[src/rtl/present_decrypt.sv]
// ---------------------------------------------------------------------------
// present_decrypt
//   Iterative PRESENT-80 block-decryption core, one inverse round per clock.
//   A start request latches ciphertext and user key. The forward key schedule
//   then runs for 31 cycles to reach the final round key K32. One whitening
//   cycle removes K32, and 31 inverse rounds follow (inverse pLayer, inverse
//   sBoxLayer, round key) while the key schedule is unwound back to K1.
//
// Ports
//   clk    in   1   system clock, rising edge
//   rst    in   1   asynchronous active-high reset
//   start  in   1   operation request, sampled only while idle
//   key    in  80   user key (bit 79 = MSB), sampled with start
//   idat   in  64   ciphertext, sampled with start
//   odat   out 64   plaintext, valid while done=1, held until next start
//   busy   out  1   high while an operation is in flight
//   done   out  1   high once the result is written, until the next start
// ---------------------------------------------------------------------------
module present_decrypt #(
    parameter int ROUNDS = 31
) (
    input  logic        clk,
    input  logic        rst,
    input  logic        start,
    input  logic [79:0] key,
    input  logic [63:0] idat,
    output logic [63:0] odat,
    output logic        busy,
    output logic        done
);

    localparam logic [4:0] LAST = 5'(ROUNDS);

    typedef enum logic [1:0] {IDLE, KEYEXP, WHITEN, ROUND} state_t;

    state_t      state_q, state_d;
    logic [4:0]  cnt_q,   cnt_d;
    logic [79:0] kreg_q,  kreg_d;
    logic [63:0] st_q,    st_d;
    logic [63:0] odat_q,  odat_d;
    logic        busy_q,  busy_d;
    logic        done_q,  done_d;

    function automatic logic [3:0] sbox(input logic [3:0] x);
        case (x)
            4'h0: sbox = 4'hC;  4'h1: sbox = 4'h5;  4'h2: sbox = 4'h6;  4'h3: sbox = 4'hB;
            4'h4: sbox = 4'h9;  4'h5: sbox = 4'h0;  4'h6: sbox = 4'hA;  4'h7: sbox = 4'hD;
            4'h8: sbox = 4'h3;  4'h9: sbox = 4'hE;  4'hA: sbox = 4'hF;  4'hB: sbox = 4'h8;
            4'hC: sbox = 4'h4;  4'hD: sbox = 4'h7;  4'hE: sbox = 4'h1;  default: sbox = 4'h2;
        endcase
    endfunction

    function automatic logic [3:0] sbox_inv(input logic [3:0] x);
        case (x)
            4'h0: sbox_inv = 4'h5;  4'h1: sbox_inv = 4'hE;  4'h2: sbox_inv = 4'hF;  4'h3: sbox_inv = 4'h8;
            4'h4: sbox_inv = 4'hC;  4'h5: sbox_inv = 4'h1;  4'h6: sbox_inv = 4'h2;  4'h7: sbox_inv = 4'hD;
            4'h8: sbox_inv = 4'hB;  4'h9: sbox_inv = 4'h4;  4'hA: sbox_inv = 4'h6;  4'hB: sbox_inv = 4'h3;
            4'hC: sbox_inv = 4'h0;  4'hD: sbox_inv = 4'h7;  4'hE: sbox_inv = 4'h9;  default: sbox_inv = 4'hA;
        endcase
    endfunction

    // Forward key update: rotate left 61, S on the top nibble, counter into [19:15].
    function automatic logic [79:0] key_fwd(input logic [79:0] k, input logic [4:0] rc);
        logic [79:0] r;
        r          = {k[18:0], k[79:19]};
        r[79:76]   = sbox(r[79:76]);
        r[19:15]   = r[19:15] ^ rc;
        return r;
    endfunction

    // Exact inverse of key_fwd: steps undone in reverse order (rotate right 61).
    function automatic logic [79:0] key_inv(input logic [79:0] k, input logic [4:0] rc);
        logic [79:0] r;
        r          = k;
        r[19:15]   = r[19:15] ^ rc;
        r[79:76]   = sbox_inv(r[79:76]);
        return {r[60:0], r[79:61]};
    endfunction

    // Inverse round datapath: P^-1 is pure wiring, then sixteen S^-1 lookups.
    logic [63:0] pinv_w;
    logic [63:0] sinv_w;
    logic [79:0] kinv_w;

    for (genvar gi = 0; gi < 64; gi++) begin : g_pinv
        assign pinv_w[gi] = st_q[(gi == 63) ? 63 : ((16 * gi) % 63)];
    end

    for (genvar gn = 0; gn < 16; gn++) begin : g_sinv
        assign sinv_w[4*gn +: 4] = sbox_inv(pinv_w[4*gn +: 4]);
    end

    // Unwinding with the current counter yields K_cnt, the key this round needs.
    assign kinv_w = key_inv(kreg_q, cnt_q);

    always_comb begin
        state_d = state_q;
        cnt_d   = cnt_q;
        kreg_d  = kreg_q;
        st_d    = st_q;
        odat_d  = odat_q;
        busy_d  = busy_q;
        done_d  = done_q;
        case (state_q)
            IDLE: begin
                if (start) begin
                    st_d    = idat;
                    kreg_d  = key;
                    cnt_d   = 5'd1;
                    busy_d  = 1'b1;
                    done_d  = 1'b0;
                    state_d = KEYEXP;
                end
            end
            KEYEXP: begin
                kreg_d = key_fwd(kreg_q, cnt_q);
                cnt_d  = cnt_q + 5'd1;
                if (cnt_q == LAST) begin
                    state_d = WHITEN;
                end
            end
            WHITEN: begin
                // kreg now holds K32; remove the final whitening key first.
                st_d    = st_q ^ kreg_q[79:16];
                cnt_d   = LAST;
                state_d = ROUND;
            end
            ROUND: begin
                kreg_d = kinv_w;
                st_d   = sinv_w ^ kinv_w[79:16];
                cnt_d  = cnt_q - 5'd1;
                if (cnt_q == 5'd1) begin
                    // kinv_w is K1 here, so kreg ends back at the user key.
                    odat_d  = sinv_w ^ kinv_w[79:16];
                    done_d  = 1'b1;
                    busy_d  = 1'b0;
                    state_d = IDLE;
                end
            end
            default: state_d = IDLE;
        endcase
    end

    always_ff @(posedge clk or posedge rst) begin
        if (rst) begin
            state_q <= IDLE;
            cnt_q   <= '0;
            kreg_q  <= '0;
            st_q    <= '0;
            odat_q  <= '0;
            busy_q  <= 1'b0;
            done_q  <= 1'b0;
        end else begin
            state_q <= state_d;
            cnt_q   <= cnt_d;
            kreg_q  <= kreg_d;
            st_q    <= st_d;
            odat_q  <= odat_d;
            busy_q  <= busy_d;
            done_q  <= done_d;
        end
    end

    assign odat = odat_q;
    assign busy = busy_q;
    assign done = done_q;

endmodule

[config.mk]
export PLATFORM = sky130hd
export DESIGN_NAME = present_decrypt
export DESIGN_NICKNAME = d
export VERILOG_FILES = /design/src/rtl/present_decrypt.sv
export SDC_FILE = /design/constraint.sdc
export NUM_CORES = 1
export LEC_CHECK = 0
export BUFFER_PORTS_ARGS = -buffer_cell sky130_fd_sc_hd__buf_4
export CORE_AREA = 4 4 173 175
export CTS_CLUSTER_SIZE = 40
export DETAILED_ROUTE_END_ITERATION = 7
export DIE_AREA = 0 0 177 179
export PLACE_DENSITY = 0.76
export SLEW_MARGIN = 40
export SYNTH_ARGS = -nofsm -noshare
export SYNTH_HDL_FRONTEND = slang
export SYNTH_SLANG_ARGS = --single-unit
[constraint.sdc]
create_clock -name clk -period 18.38 [get_ports clk]
set_clock_uncertainty 0.05 [all_clocks]
set_input_delay 3.676 -clock clk [delete_from_list [all_inputs] [get_ports clk]]
set_output_delay 3.676 -clock clk [all_outputs]
set_load 0.1 [all_outputs]
==> run summary <==
Total core area - 0.0285 mm²
Clock Path Buffers - 3
CTS Hold Bufs - 0
IO Port Bufs - 212
Max Clk Rate - 200 MHz
# setup viols final - 0
Sink Count - 217
Min-Delay Path Class - reg -> reg
Final #Nets - 2057
Remaining routing DRC violations - 0
WS Path Type - in -> async
DR iter-0 viols - 1966
Fin. max-slew vios - 0
Syn Inst Count - 1671
Vias in the first global route - 13100
CTS Root Cell - clkbuf_16
Largest net degree at the start of global routing - 91
Post-Synthesis Net Count - 1945
Worst-skew pair later-pin latency - 0.54 ns
CTS buffer count - 26
Syn-to-layout area delta - 16.6%
Syn avg cell area - 9.19 µm²
RSZ-0062 raised after global routing - false
Detailed Route WL - 50.7 mm
Rows - 62
CP startpoint kind - primary input
Worst slew pin tran - 0.736 ns
Part of the Yosys area used for sequential elements - 0.354
Drt first pass iters - 6
Worst Path Max Fanout - 90
Distinct cells, synth - 47
# diodes - 0
Die W - 177 µm
Hold_ws - 0.441 ns
First-pass GRT wire length - 76.5 mm
RD Place Congestion - 0.971
Critical Path AT - 5.58 ns
Worst setup EP type - async pin
Ys async rst share - 1.00
Post-Place Cell Area - 0.0170 mm²
Via/cell ratio - 6.30
Clk pin slew, worst setup/hold paths - 0.06 ns
Minimum clock period - 5.00 ns
Final Hold Vio Count - 0
Io pins - 213
Starting Density - 0.539
CTS tree - done
TNS Setup - 0 ns
Seq cells post-synth - 217
Post-DRT Antenna Nets - 0
Finished Cell Area - 0.0179 mm²
GRT Resource Usage Total - 0.311
Initial antenna violation count - 0
Synthesized cell area - 0.0154 mm²
Relative slew slack - 0.509
Dpl hpwl - 36.7 mm
Yosys warns - 0
Wirelength per Cell - 23.2 µm
Layout cell share with drive strength beyond 1 - 0.209
Htree depth - 1
Max-capacitance violation count - 0
Status - complete, no violations
Vias post-DR - 13800
DIE AREA - 0.0317 mm²
Top FF cell, synth - dfrtp_1
Global route overflow - 0
EDFF count, synth - 0
Buffer count from post-CTS setup fixing - 0
Worst EP required - 18.96 ns
Period utilization - 0.272
CTS resizes - 0
Die H - 179 µm
==> cell usage after synthesis, types with 2 or more instances <==
cell type	number	area share
nand2b_1	16	0.0065
mux4_2	29	0.043
buf_2	57	0.019
nor3_1	2	0.00065
xor2_1	83	0.047
ha_1	127	0.10
or3_1	14	0.0057
a21o_1	2	0.00098
inv_1	76	0.019
o31ai_1	2	0.00098
a31oi_1	71	0.029
nand2_1	160	0.039
o211ai_1	2	0.00098
a211oi_1	23	0.011
a32oi_1	2	0.0011
nand3_1	2	0.00065
a221o_1	3	0.0020
nor3b_1	18	0.0088
buf_1	9	0.0022
mux2_2	64	0.047
a21boi_0	18	0.0088
mux4_1	2	0.0034
a21oi_1	140	0.046
nor2b_1	3	0.0012
a22o_1	3	0.0017
nor2_1	161	0.039
clkbuf_1	73	0.018
dfrtp_1	217	0.35
o21a_1	5	0.0024
a22oi_1	99	0.048
xnor2_1	57	0.033
o21ai_0	73	0.024
and3_1	6	0.0024
a221oi_1	39	0.022
==> state kept, by name, indices dropped and copies added (netlist names) <==
register	count
state_q	2
kreg_q	80
done	1
st_q	64
busy	1
odat	64
cnt_q	5
==> per-stage QoR <==
stage / util / setup slack [ns] / instances
global route: 0.629 / 13.13 / 2185
detailed placement: 0.598 / 12.52 / 2139
CTS: 0.629 / 13.08 / 2185
floorplan: - / 8.72 / 1671
finish: 0.629 / 13.38 / 2185
global placement: 0.597 / 12.31 / 2139
==> worst max-delay path, cell delays in order <==
cell and delay, ns:
buf_4 0.13, inv_8 0.40, buf_6 0.61, buf_6 0.56
==> per-layer routing <==
| metal | global-route usage | up-vias | wire length, µm |
|---|---|---|---|
| met5 | 0 | - | 0 |
| met4 | 0.132 | 0 | 2590 |
| met3 | 0.0434 | 137 | 5180 |
| met2 | 0.506 | 817 | 23600 |
| met1 | 0.421 | 6698 | 19300 |
| li1 | - | 6104 | - |
==> cells by family (layout without fill, tap and decap cells) <==
family,count (synthesis),count (layout),synth area share
flops,217,217,0.354
compound gates,488,488,0.203
mux,97,97,0.0950
simple gates,385,385,0.107
xor+xnor,140,140,0.0798
buf+inv,217,347,0.0583
fa+ha+maj,127,127,0.103
==> worst paths after layout <==
check / slack (ns) / cells past startpoint / from / to
worst min-delay path: 0.44 / 2 / odat[42] / odat[42]
worst max-delay path: 13.38 / 4 / rst / busy
min in group asynchronous: 3.15 / 2 / rst / odat[28]
max in group clk: 13.41 / 1 / done / done
worst min register to register: 0.44 / 2 / odat[42] / odat[42]
worst max register to register: 14.83 / 8 / state_q[0] / kreg_q[18]
==> cells in the final DEF (no fill, tap or decap), types with 23 or more instances in the layout <==
| cell | synthesis | routed |
|---|---|---|
| buf_4 | 0 | 222 |
| mux2_2 | 64 | 64 |
| inv_1 | 76 | 74 |
| a211oi_1 | 23 | 23 |
| clkbuf_16 | 0 | 27 |
| a22oi_1 | 99 | 99 |
| nand2_1 | 160 | 159 |
| o21ai_0 | 73 | 73 |
| mux4_2 | 29 | 29 |
| a21oi_1 | 140 | 139 |
| nor2_1 | 161 | 160 |
| a31oi_1 | 71 | 71 |
| ha_1 | 127 | 123 |
| a221oi_1 | 39 | 39 |
| xor2_1 | 83 | 83 |
| xnor2_1 | 57 | 57 |
| dfrtp_1 | 217 | 217 |
==> area by class of cell <==
type                            count  area, µm²
Clock buffer                       37        763
Clock inverter                      9        123
Fill cell                        2326      10600
Inverter                           76        293
Multi-Input combinational cell   1237       9120
Sequential cell                   217       5430
Tap cell                          384        480
Timing Repair Buffer              225       1700
Power is left out: the tool's default activity adds up to more than one toggle a clock period on the data nets, which glitch-free logic cannot reach.
